[src/rtl/mips_pkg.sv]
// Shared types and constants for the MIPS pipeline front end.
// Defines word widths, reset/bubble values, fetch op codes and the IF/ID bundle.
package mips_pkg;

    localparam int INST_W = 32;
    localparam int ADDR_W = 32;

    localparam logic [ADDR_W-1:0] RESET_PC = 32'h0000_0000;
    localparam logic [INST_W-1:0] NOP_INST = 32'h0000_0000;
    localparam logic [ADDR_W-1:0] PC_STEP  = 32'd4;

    typedef enum logic [1:0] {
        OP_STEP  = 2'd0,
        OP_HOLD  = 2'd1,
        OP_REDIR = 2'd2
    } fetch_op_t;

    typedef struct packed {
        logic [INST_W-1:0] inst;
        logic [ADDR_W-1:0] pc;
        logic [ADDR_W-1:0] pc_plus4;
        logic              valid;
    } if_id_t;

    function automatic logic [ADDR_W-1:0] word_align(
        input logic [ADDR_W-1:0] a
    );
        return {a[ADDR_W-1:2], 2'b00};
    endfunction

endpackage

[src/rtl/if_fetch_stage_if.sv]
// Instruction-memory bus between the fetch stage and a combinational imem.
// master: drives imem_addr, receives imem_inst; slave: the memory side.
interface if_fetch_stage_if
    import mips_pkg::*;
();

    logic [ADDR_W-1:0] imem_addr;
    logic [INST_W-1:0] imem_inst;

    modport master (
        output imem_addr,
        input  imem_inst
    );

    modport slave (
        input  imem_addr,
        output imem_inst
    );

endinterface

[src/rtl/if_fetch_stage_pc_reg.sv]
// PC register with the redirect / hold / increment next-PC mux.
// Ports: clk, rst_n, stall, branch/jump requests in; pc, pc_plus4, op out.
module pc_reg
    import mips_pkg::*;
#(
    parameter logic [ADDR_W-1:0] RESET_PC = mips_pkg::RESET_PC
) (
    input  logic              clk,
    input  logic              rst_n,
    input  logic              stall,
    input  logic              branch_taken,
    input  logic [ADDR_W-1:0] branch_target,
    input  logic              jump,
    input  logic [ADDR_W-1:0] jump_target,
    output logic [ADDR_W-1:0] pc,
    output logic [ADDR_W-1:0] pc_plus4,
    output fetch_op_t         op
);

    logic              redirect;
    logic              do_redir;
    logic              do_hold;
    logic              do_step;
    logic [ADDR_W-1:0] target;
    logic [ADDR_W-1:0] pc_d;
    logic [ADDR_W-1:0] pc_q;

    assign redirect = branch_taken | jump;

    // One-hot selects: redirect beats stall beats increment.
    assign do_redir = redirect;
    assign do_hold  = ~redirect & stall;
    assign do_step  = ~redirect & ~stall;

    // Branch wins over a simultaneous jump.
    assign target   = branch_taken ? branch_target : jump_target;
    assign pc_plus4 = pc_q + PC_STEP;

    always_comb begin
        pc_d = pc_q;
        op   = OP_HOLD;
        unique case (1'b1)
            do_redir: begin
                pc_d = word_align(target);
                op   = OP_REDIR;
            end
            do_hold: begin
                pc_d = pc_q;
                op   = OP_HOLD;
            end
            do_step: begin
                pc_d = pc_plus4;
                op   = OP_STEP;
            end
            default: begin
                pc_d = pc_q;
                op   = OP_HOLD;
            end
        endcase
    end

    always_ff @(posedge clk or negedge rst_n) begin
        if (!rst_n) begin
            pc_q <= word_align(RESET_PC);
        end else begin
            pc_q <= pc_d;
        end
    end

    assign pc = pc_q;

endmodule

[src/rtl/if_fetch_stage.sv]
// IF stage: PC, imem addressing, IF/ID register and fetch/stall counters.
// Ports: clk, rst_n, hazard/redirect inputs, imem master bus, IF/ID outputs.
module if_fetch_stage
    import mips_pkg::*;
#(
    parameter logic [ADDR_W-1:0] RESET_PC = mips_pkg::RESET_PC,
    parameter logic [INST_W-1:0] NOP_INST = mips_pkg::NOP_INST,
    parameter int                CNT_W    = 32
) (
    input  logic              clk,
    input  logic              rst_n,
    input  logic              stall,
    input  logic              branch_taken,
    input  logic [ADDR_W-1:0] branch_target,
    input  logic              jump,
    input  logic [ADDR_W-1:0] jump_target,
    if_fetch_stage_if.master  imem,
    output logic [INST_W-1:0] ifid_inst,
    output logic [ADDR_W-1:0] ifid_pc,
    output logic [ADDR_W-1:0] ifid_pc_plus4,
    output logic              ifid_valid,
    output logic [CNT_W-1:0]  fetch_cnt,
    output logic [CNT_W-1:0]  stall_cnt
);

    logic [ADDR_W-1:0] pc;
    logic [ADDR_W-1:0] pc_plus4;
    fetch_op_t         op;
    if_id_t            ifid_q;
    logic [CNT_W-1:0]  fetch_q;
    logic [CNT_W-1:0]  stall_q;

    pc_reg #(
        .RESET_PC (RESET_PC)
    ) u_pc_reg (
        .clk           (clk),
        .rst_n         (rst_n),
        .stall         (stall),
        .branch_taken  (branch_taken),
        .branch_target (branch_target),
        .jump          (jump),
        .jump_target   (jump_target),
        .pc            (pc),
        .pc_plus4      (pc_plus4),
        .op            (op)
    );

    // imem reads asynchronously, so the address is the PC itself.
    assign imem.imem_addr = pc;

    always_ff @(posedge clk or negedge rst_n) begin
        if (!rst_n) begin
            ifid_q.inst     <= NOP_INST;
            ifid_q.pc       <= '0;
            ifid_q.pc_plus4 <= '0;
            ifid_q.valid    <= 1'b0;
        end else begin
            unique case (op)
                OP_REDIR: begin
                    // Squash the wrong-path fetch; keep pc fields.
                    ifid_q.inst  <= NOP_INST;
                    ifid_q.valid <= 1'b0;
                end
                OP_STEP: begin
                    ifid_q.inst     <= imem.imem_inst;
                    ifid_q.pc       <= pc;
                    ifid_q.pc_plus4 <= pc_plus4;
                    ifid_q.valid    <= 1'b1;
                end
                default: begin
                    ifid_q <= ifid_q;
                end
            endcase
        end
    end

    always_ff @(posedge clk or negedge rst_n) begin
        if (!rst_n) begin
            fetch_q <= '0;
            stall_q <= '0;
        end else begin
            if (op == OP_STEP) begin
                fetch_q <= fetch_q + CNT_W'(1);
            end
            if (op == OP_HOLD) begin
                stall_q <= stall_q + CNT_W'(1);
            end
        end
    end

    assign ifid_inst     = ifid_q.inst;
    assign ifid_pc       = ifid_q.pc;
    assign ifid_pc_plus4 = ifid_q.pc_plus4;
    assign ifid_valid    = ifid_q.valid;
    assign fetch_cnt     = fetch_q;
    assign stall_cnt     = stall_q;

endmodule

[src/flat_wrapper.sv]
// flat-port wrapper written by rule: the top's interface ports become plain ports
module if_fetch_stage_flat import mips_pkg::*;
#(
    parameter logic [ADDR_W-1:0] RESET_PC = mips_pkg::RESET_PC,
    parameter logic [INST_W-1:0] NOP_INST = mips_pkg::NOP_INST,
    parameter int                CNT_W    = 32
)
  (clk, rst_n, stall, branch_taken, branch_target, jump, jump_target, ifid_inst, ifid_pc, ifid_pc_plus4, ifid_valid, fetch_cnt, stall_cnt, imem_imem_addr, imem_imem_inst);
  if_fetch_stage_if imem_i ();
  input  logic clk;
  input  logic rst_n;
  input  logic stall;
  input  logic branch_taken;
  input  logic [ADDR_W-1:0] branch_target;
  input  logic jump;
  input  logic [ADDR_W-1:0] jump_target;
  output logic [INST_W-1:0] ifid_inst;
  output logic [ADDR_W-1:0] ifid_pc;
  output logic [ADDR_W-1:0] ifid_pc_plus4;
  output logic ifid_valid;
  output logic [CNT_W-1:0] fetch_cnt;
  output logic [CNT_W-1:0] stall_cnt;
  output wire logic [$bits(imem_i.imem_addr)-1:0] imem_imem_addr;
  input wire logic [$bits(imem_i.imem_inst)-1:0] imem_imem_inst;
  assign imem_imem_addr = imem_i.imem_addr;
  assign imem_i.imem_inst = imem_imem_inst;
  if_fetch_stage #(.RESET_PC(RESET_PC), .NOP_INST(NOP_INST), .CNT_W(CNT_W)) u_core (.clk(clk), .rst_n(rst_n), .stall(stall), .branch_taken(branch_taken), .branch_target(branch_target), .jump(jump), .jump_target(jump_target), .imem(imem_i), .ifid_inst(ifid_inst), .ifid_pc(ifid_pc), .ifid_pc_plus4(ifid_pc_plus4), .ifid_valid(ifid_valid), .fetch_cnt(fetch_cnt), .stall_cnt(stall_cnt));
endmodule
[config.mk]
export PLATFORM = sky130hd
export DESIGN_NAME = if_fetch_stage_flat
export DESIGN_NICKNAME = d
export VERILOG_FILES = /design/src/rtl/mips_pkg.sv /design/src/rtl/if_fetch_stage_if.sv /design/src/rtl/if_fetch_stage_pc_reg.sv /design/src/rtl/if_fetch_stage.sv /design/src/flat_wrapper.sv
export SDC_FILE = /design/constraint.sdc
export NUM_CORES = 1
export LEC_CHECK = 0
export ABC_CLOCK_PERIOD_IN_PS = 2400
export CAP_MARGIN = 20
export CORE_ASPECT_RATIO = 1.1
export CORE_MARGIN = 2
export CORE_UTILIZATION = 46
export DETAILED_ROUTE_END_ITERATION = 7
export GPL_TIMING_DRIVEN = 1
export PLACE_DENSITY = 0.8
export SLEW_MARGIN = 5
export SYNTH_ARGS = -nofsm -noshare
export SYNTH_HDL_FRONTEND = slang
export SYNTH_SLANG_ARGS = --single-unit
[constraint.sdc]
create_clock -name clk -period 2.4 [get_ports clk]
set_input_delay 0.36 -clock clk [delete_from_list [all_inputs] [get_ports clk]]
set_output_delay 0.36 -clock clk [all_outputs]
set_load 0.01 [all_outputs]
== After elaboration in Yosys (flattened, before gate mapping) ==
Index checks and enable logic that the tools add are counted.

* Register bits: 193
* Output and inout port bits: 193

* $add $sub $neg: 3
* Reduce and logical (&&, ||, !) cells: 3
* Bitwise operators: 4
* Multiplexer cells: 5
* Equality and inequality tests: 2

{| class="wikitable"
|+ Operator list
! kind !! count
|-
| 32-bit case mux with 2 select lines || 2
|-
| 32-bit by 1-bit adder with 32-bit output, second input constant || 2
|-
| 32-bit by 3-bit adder with 32-bit output, second input constant || 1
|-
| 32-bit 2-to-1 mux || 1
|-
| 2-bit case mux with 2 select lines || 1
|-
| 2-bit nonzero test || 2
|-
| 2-bit by 1-bit == test with 1-bit output, second input constant || 1
|-
| 2-bit == test, second input constant || 1
|-
| 2-bit logical NOT || 1
|-
| 1-bit NOT || 2
|-
| 1-bit case mux with 2 select lines || 1
|-
| 1-bit AND || 1
|-
| 1-bit bitwise OR || 1
|}

== Longest topological paths before layout ==
Gate-level depths: netlist of run 1.

* Word-level depth: 6
* Mapped depth: 8
* Depth with buffers taken out: 6

== Cells and area by module ==
A second synthesis of run 1 with hierarchy kept.

* Cells, all modules: 813
* Area, all modules: 9,058.7 um^2

{| class="wikitable"
|+ By module, submodules not included
! module !! area an instance (um^2) !! instances !! cells an instance !! sequential area each (um^2)
|-
| if_fetch_stage || 6,446.2 || 1 || 466 || 4,028.9
|-
| pc_reg || 2,612.5 || 1 || 347 || 750.7
|}

== Worst setup path before layout of run 1 ==
OpenSTA, ideal clock, no wires.

* Kind: register to register
* Start: reg u_core.u_pc_reg.pc_q[2] (netlist: u_core.u_pc_reg.pc[2])
* End: reg u_core.ifid_q (netlist bit u_core.ifid_pc_plus4[30])
* Cell stages (with the launch flop): 9
* Library setup time: 0.137 ns
* Path buffers: 2
* Setup slack: 0.426 ns
* Data arrival time: 1.837 ns
* Cell sequence: dfrtp_1 -> ha_1 -> buf_2 -> inv_1 -> nor4_4 -> buf_4 -> nand3_1 -> xnor2_1 -> a21oi_1

* Word-level cells in the longest chain between the ends: 1

{| class="wikitable"
|+ Ends and longest elaborated chain
! element !! line !! source
|-
| start, declared || if_fetch_stage_pc_reg.sv:26 || <nowiki>logic [ADDR_W-1:0] pc_q;</nowiki>
|-
| start signal, assigned || if_fetch_stage_pc_reg.sv:64 || <nowiki>pc_q <= word_align(RESET_PC);</nowiki>
|-
| start signal, assigned || if_fetch_stage_pc_reg.sv:66 || <nowiki>pc_q <= pc_d;</nowiki>
|-
| 32-bit by 3-bit adder with 32-bit output || if_fetch_stage_pc_reg.sv:37 || <nowiki>assign pc_plus4 = pc_q + PC_STEP;</nowiki>
|-
| end signal, assigned || if_fetch_stage.sv:71 || <nowiki>ifid_q <= ifid_q;</nowiki>
|-
| end, declared || if_fetch_stage.sv:29 || <nowiki>if_id_t ifid_q;</nowiki>
|}

Every way passes these cells.
A chain may end at the register's enable or synchronous reset.

== Worst setup path after layout of run 1 ==
* Start: in stall
* End: reg u_core.ifid_q (netlist bit u_core.ifid_pc_plus4[21])

* Word-level cells in the longest chain between the ends: 4

{| class="wikitable"
|+ Ends and longest elaborated chain
! element !! line !! source
|-
| start, declared || flat_wrapper.sv:12 || <nowiki>input logic stall;</nowiki>
|-
| 1-bit NOT || if_fetch_stage_pc_reg.sv:33 || <nowiki>assign do_step = ~redirect & ~stall;</nowiki>
|-
| 1-bit AND || if_fetch_stage_pc_reg.sv:33 ||
|-
| 2-bit case mux with 2 select lines || if_fetch_stage_pc_reg.sv:42 || <nowiki>unique case (1'b1)</nowiki>
|-
| 2-bit logical NOT || if_fetch_stage.sv:58 || <nowiki>unique case (op)</nowiki>
|}

Every way passes these cells.

==> results of run 1 <==
[layout by cell type (no fill, tap or decap), types with 8 or more instances in the layout]
cell             count
a22o_1              32
nand2_1            152
o22ai_1             18
xnor2_1             64
nor2_1              36
xor2_1              36
clkbuf_16           17
and4_1              10
and2_1               8
o21ai_0             29
inv_1               12
nand3_1             38
o21ai_1             13
clkdlybuf4s50_1    281
nand4_1             35
a21oi_1             24
nor3_1               8
buf_4               48
dfrtp_1            187
[power groups by stage]
| stage | Sequential [mW] | Clock [mW] | Combinational [mW] |
|---|---|---|---|
| 2_1_floorplan | 3.94 | 0 | 0.531 |
| 3_3_place_gp | 3.82 | 0 | 1.80 |
| 3_5_place_dp | 3.84 | 0 | 1.83 |
| 4_1_cts | 3.79 | 2.63 | 1.84 |
| 5_1_grt | 3.83 | 2.80 | 1.96 |
| 6_report | 3.79 | 2.59 | 1.82 |
[cell families after synthesis]
| group | Yosys count |
|---|---|
| AND/OR/NAND/NOR | 319 |
| flip-flops | 187 |
| AO/OA/AOI/OAI | 145 |
| XOR/XNOR | 100 |
| buffers and inverters | 65 |
| multiplexers | 6 |
| adder cells (fa/ha/maj) | 3 |
| other | 1 |
[worst min-delay path, cell delays in order]
cell	delay, ns
buf_2	0.19
a21oi_1	0.11
a2bb2oi_1	0.11
[metrics by stage]
step           setup WS (ns)   util  hold WS (ns)  cells
6_report               0.438  0.680         0.403   1389
4_1_cts                0.427  0.680         0.389   1389
5_1_grt                0.238  0.680         0.444   1389
3_5_place_dp         0.00936  0.650         0.398   1356
2_1_floorplan          0.426      -        0.0644    831
3_3_place_gp          0.0364  0.650         0.389   1356
[cell type report]
type | count | area [um^2]
clock buffer | 20 | 447
clock inverter | 12 | 90.1
fill | 1449 | 5820
inverter | 13 | 48.8
multi-input combinational | 579 | 3560
sequential | 187 | 4680
tap | 243 | 304
timing repair buffer | 335 | 3260
[layer usage]
| layer | GRT usage | vias up | wire [um] |
|---|---|---|---|
| li1 | - | 3472 | - |
| met1 | 0.346 | 3590 | 10600 |
| met2 | 0.413 | 275 | 12000 |
| met3 | 0.0497 | 39 | 1330 |
| met4 | 0.0941 | 0 | 747 |
| met5 | 0 | - | 0 |
[how the worst max path moves through the flow]
stage | from | endpoint | cells after the start
after floorplan | u_core.u_pc_reg.pc[2] | u_core.ifid_pc_plus4[30] | 8
after global placement | stall | u_core.ifid_pc_plus4[21] | 6
after detailed placement | stall | u_core.ifid_pc_plus4[21] | 6
after CTS | u_core.u_pc_reg.pc[6] | imem_imem_addr[6] | 1
after global routing | u_core.u_pc_reg.pc[6] | u_core.u_pc_reg.pc[20] | 6
final | stall | u_core.ifid_pc_plus4[21] | 6
[timing repair]
item,in CTS,in global routing
resized for setup,0,0
endpoints found under the hold margin,60,0
setup endpoints to repair,0,0
hold buffers,1,0
==> out/qor.csv, run 1 <==
stage,metric,value,unit
status,status,"finished, final reports clean",
power,p_per_area,662,nW/um^2
synthesis,yosysTopAreaCellShare,0.551,
synthesis,ys_ff_latch,187,
synthesis,synth_area,8490,um^2
power,combPwrFrac,0.222,
power,seqPwrFrac,0.462,
clock_network,cts.sinks,187,
worst_hold_path,hold_path_depth,3,
setup_path,worstSetupStartpointType,primary input,
global_route,antenna_found_initial,0,
synthesis,synth_xor_area_frac,0.103,
setup_path,critPathArrivalTime,2.32,ns
setup_path,timing.rr.end,u_core.u_pc_reg.pc[20],
power,power_leakage,5.36,nW
timing,period_needed,1.96,ns
clock_network,path_clk_slew,0.07,ns
route,wl,24.7,mm
floorplan,die_w,134,um
clock_network,clk_latency,0.42,ns
clock_network,htree_levels,4,
synthesis,yosys.area.top_type,dfrtp_1,
clock_network,tritoncts,yes,
synthesis,ys_top_cells_by_count,"dfrtp_1, nand2_1, xnor2_1",
timing,period_share,0.817,
synthesis,synthAdderAreaFrac,0.00442,
synthesis,synth_cell_types,52,
run,drv_cap,0,
place,numPortBuffers,283,
setup_path,crit_family,simple AND/OR/NAND/NOR gates,
floorplan,initial_core_util,0.466,
timing,setup_viol_count_final,0,
route,vias_per_cell,5.31,
timing,tns,0,ns
synthesis,yosysMostFrequentCell,dfrtp_1,
place,place_area,11800,um^2
final_layout,nets,1237,
global_route,gr-total-overflow,0,
timing,worst_pin_slew,0.615,ns
timing,fmax,510,MHz
setup_path,worstPathRequired,2.76,ns
setup_path,critical_path.max_fanout,40,
timing,maxSlewHeadroom,0.589,
synthesis,yosys-top-cells-area,"dfrtp_1, nand2_1, xnor2_1",
place,gp_congestion,0.872,
global_route,grtUsageTotal,0.256,
floorplan,core,18200,um^2
power,switching_share,0.289,
setup_path,end_kind,register,
floorplan,die_area,19600,um^2
setup_path,crit_type,primary input to register,
synthesis,synth_compound_area_frac,0.112,
power,power.switching,2.37,mW
final_layout,drive_above_1_share,0.0864,
setup_path,rrSetupSlack,0.45,ns
clock_network,clockRootBuffer,clkbuf_16,
timing,drv_slew,0,
global_route,grt_pass1_vias,7092,
route,vias,7376,
power,finalPower,8.20,mW
synthesis,seq_area_frac_synth,0.551,
synthesis,synthFlopType,dfrtp_1,
route,drt-wirelength-per-cell,17.8,um
synthesis,syn_area_per_cell,10.3,um^2
route,drc,0,
final_layout,final_cell_area,12400,um^2
synthesis,synth_simple_gate_area_frac,0.189,
setup_path,critical_path_buf_inv_count,3,
power,vdd_drop_max,0.520,mV
power,cell_internal_pwr,5.83,mW
route,ant_nets,0,
synthesis,yosys_warnings,0,
global_route,grt_pass1_wl,39.1,mm
clock_network,cts_buffers,17,
clock_network,cts_setup_buffers,0,
setup_path,slowest_stage,or4_1,
floorplan,ioPinCount,294,
worst_hold_path,holdCritStartpoint,branch_taken,
floorplan,die_h,147,um
setup_path,slowest_delay,0.51,ns
global_route,grt_max_degree,65,
setup_path,reg2reg_from,u_core.u_pc_reg.pc[6],
synthesis,synthMuxAreaShare,0.00707,
timing,rsz0062_at_grt,false,
synthesis,netlist_instances,826,
synthesis,async_flop_share,1.00,
power,clockPowerShare,0.316,
floorplan,num_rows,52,
place,dp_hpwl,18.5,mm
synthesis,synth_edf_count,0,
worst_hold_path,hold_path.class,primary input to register,
timing,hold_viol,0,
synthesis,synth_top_family_by_area,simple AND/OR/NAND/NOR gates,
timing,skew,0.0119,ns
setup_path,rr_worst_depth,6,
route,drtPass1Iterations,5,
worst_hold_path,hold_end,u_core.u_pc_reg.pc[20],
final_layout,n_antenna_cell,0,
route,drt_iter0_markers,370,
final_layout,syn2layout_area_growth,45.9,%
clock_network,cts.path.max_buffers,2,
setup_path,path_cells,clkdlybuf4s50_1 -> buf_4 -> or3_4 -> buf_12 -> or4_1 -> nand3_1,
Note: power is estimated with default switching activity, not from simulation.
==> run 2, diff against run 1 <==
ABC_CLOCK_PERIOD_IN_PS = 1850   (was 2400)
clock period = 1.85 ns   (was 2.4 ns; I/O delays follow)
==> out/qor.csv, run 2 (synthesized netlist as in run 1, its figures left out) <==
stage,metric,value,unit,change
status,status,"finished, violations left",,"was finished, final reports clean"
status,violations,negative setup slack,,
setup_path,critPathArrivalTime,2.17,ns,was 2.32 ns
floorplan,core,18200,um^2,unchanged
setup_path,path_cells,ha_4 -> inv_4 -> nor4_4 -> buf_12 -> buf_4 -> nand4_1 -> xor2_1 -> o31ai_1,,was clkdlybuf4s50_1 -> buf_4 -> or3_4 -> buf_12 -> or4_1 -> nand3_1
floorplan,die_h,147,um,unchanged
route,met3RoutedLength,1.39,mm,was 1.33 mm
global_route,grt_pass1_vias,7623,,was 7092
global_route,grtUsageTotal,0.266,,was 0.256
route,drc,0,,unchanged
global_route,antenna_found_initial,0,,unchanged
global_route,grt_max_degree,55,,was 65
power,p_per_area,855,nW/um^2,was 662 nW/um^2
timing,setup_viol_count_final,1,,was 0
clock_network,clockRootBuffer,clkbuf_16,,unchanged
setup_path,slowest_delay,0.41,ns,was 0.51 ns
clock_network,path_clk_slew,0.07,ns,about the same
route,wl,26.3,mm,was 24.7 mm
route,vias_per_cell,5.34,,was 5.31
worst_hold_path,holdCritStartpoint,branch_taken,,unchanged
floorplan,initial_core_util,0.466,,unchanged
route,top_layer,met4,,unchanged
timing,skew,0.0136,ns,was 0.0119 ns
route,vias,7816,,was 7376
setup_path,end_kind,register,,unchanged
timing,rsz0062_at_grt,true,,was false
timing,drv_slew,0,,unchanged
timing,timing.final.ws_setup,-0.000709,ns,was 0.438 ns
worst_hold_path,hold_path_depth,3,,unchanged
clock_network,cts_buffers,17,,unchanged
place,place_inst,1413,,was 1356
global_route,gr-total-overflow,0,,unchanged
clock_network,tritoncts,yes,,unchanged
clock_network,clk_latency,0.43,ns,was 0.42 ns
final_layout,nets,1313,,was 1237
place,gp_congestion,0.902,,was 0.872
run,drv_cap,0,,unchanged
timing,fin_hold_ws,0.324,ns,was 0.403 ns
worst_hold_path,hold_path.class,primary input to register,,unchanged
place,dp_hpwl,19.5,mm,was 18.5 mm
route,drt_iter0_markers,518,,was 370
floorplan,die_w,134,um,unchanged
timing,hold_viol,0,,unchanged
final_layout,stdcell_count,1465,,was 1389
floorplan,num_rows,52,,unchanged
setup_path,timing.rr.end,u_core.u_pc_reg.pc[28],,was u_core.u_pc_reg.pc[20]
final_layout,n_antenna_cell,0,,unchanged
timing,fmax,540,MHz,
final_layout,drive_above_1_share,0.155,,was 0.0864
final_layout,syn2layout_area_growth,54.9,%,was 45.9%
setup_path,worstPathRequired,2.17,ns,was 2.76 ns
power,vdd_drop_max,0.674,mV,was 0.520 mV
power,power_leakage,5.86,nW,was 5.36 nW
route,drt-met1-wl,11.0,mm,was 10.6 mm
final_layout,final_cell_mix,"clkdlybuf4s50_1, dfrtp_1, nand2_1",,unchanged
global_route,grt_pass1_wl,40.8,mm,was 39.1 mm
route,ant_nets,0,,unchanged
floorplan,die_area,19600,um^2,unchanged
route,route.met2.wl,12.9,mm,was 12.0 mm
setup_path,worstSetupStartpointType,register,,was primary input
worst_hold_path,hold_end,u_core.u_pc_reg.pc[28],,was u_core.u_pc_reg.pc[20]
setup_path,rrSetupSlack,-0.0007,ns,was 0.45 ns
place,numPortBuffers,283,,unchanged
timing,period_needed,1.85,ns,
setup_path,critical_path.max_fanout,7,,was 40
final_layout,final_common_cell,clkdlybuf4s50_1,,unchanged
setup_path,crit_type,register to register,,was primary input to register
route,drtPass1Iterations,5,,unchanged
clock_network,cts.sinks,187,,unchanged
clock_network,cts.path.max_buffers,2,,unchanged
setup_path,reg2reg_from,u_core.u_pc_reg.pc[2],,was u_core.u_pc_reg.pc[6]
setup_path,slowest_stage,dfrtp_2,,was or4_1
floorplan,ioPinCount,294,,unchanged
clock_network,htree_levels,4,,unchanged
timing,period_share,1.00,,
route,drt-wirelength-per-cell,18.0,um,was 17.8 um
setup_path,rr_worst_depth,8,,was 6
## run 2: cell types whose count changed in the layout (fill, tap and decap cells not counted), moves of 2 or more
cell and delta:
nand3_2 +2, clkdlybuf4s50_1 -6, dlymetal6s2s_1 +5, nand3_1 -2, buf_12 +3, dfrtp_2 +3, dfrtp_1 -3, buf_4 +71
bufinv_16 +3
## run 2: worst max path at each step
stage / from / endpoint / slack (ns)
after global placement: jump / u_core.fetch_cnt[25] / -0.30
after detailed placement: stall / u_core.stall_cnt[20] / -0.35
after global routing: u_core.u_pc_reg.pc[2] / u_core.u_pc_reg.pc[28] / -0.07
final: u_core.u_pc_reg.pc[2] / u_core.u_pc_reg.pc[28] / -0.0007
after floorplan: u_core.u_pc_reg.pc[4] / u_core.ifid_pc_plus4[30] / 0.01
after CTS: u_core.u_pc_reg.pc[4] / imem_imem_addr[4] / 0.009
## run 2: power by group
group / internal (mW) / switching [mW] / leakage [nW] / total (mW)
combinational: 1.38 / 1.18 / 3.14 / 2.56
sequential: 4.51 / 0.346 / 2.42 / 4.86
clock: 2.22 / 1.61 / 0.298 / 3.83
total: 8.11 / 3.14 / 5.86 / 11.2
## run 2: critical path: cells and delay by family (launching register included)
kind | cells | cell delay [ns]
AOI/OAI and AO/OA | 1 | 0.25
xor gates and xnor gates | 1 | 0.18
and+or+nand+nor | 2 | 0.42
DFF | 1 | 0.41
adders and majority gates | 1 | 0.17
buffers and inverters | 3 | 0.31
## run 2: routing by layer
metal  up-vias  global-route usage
met1      3790               0.352
li1       3643                   -
met3        64              0.0389
met2       319               0.433
met5         -                   0
met4         0               0.127
## run 2: what timing repair did
item / CTS / global route
endpoints found under the hold margin: 37 / 0
resized for setup: 3 / 22
endpoints found under the setup margin: 3 / 26
hold buffers: 1 / 0
cloned: 0 / 0
buffers inserted: 0 / 19
pin swaps: 0 / 13
## run 2: layout make-up
type,instances,area (um^2)
tap,243,304
clock buffer,20,457
sequential,187,4680
multi-input combinational,579,3620
inverter,13,51.3
clock inverter,12,159
fill,1335,5060
timing repair buffer,411,3880
## run 2: through the flow
step	setup TNS [ns]	setup slack [ns]	power [mW]	util	cell area, um^2
after detailed placement	-27.07	-0.353	7.45	0.676	12300
after global routing	-0.293	-0.0733	11.7	0.722	13200
after global placement	-18.02	-0.300	7.39	0.676	12300
after floorplan	0	0.00954	5.80	-	8510
after CTS	0	0.00918	11.3	0.710	12900
final	-0.000709	-0.000709	11.2	0.722	13200
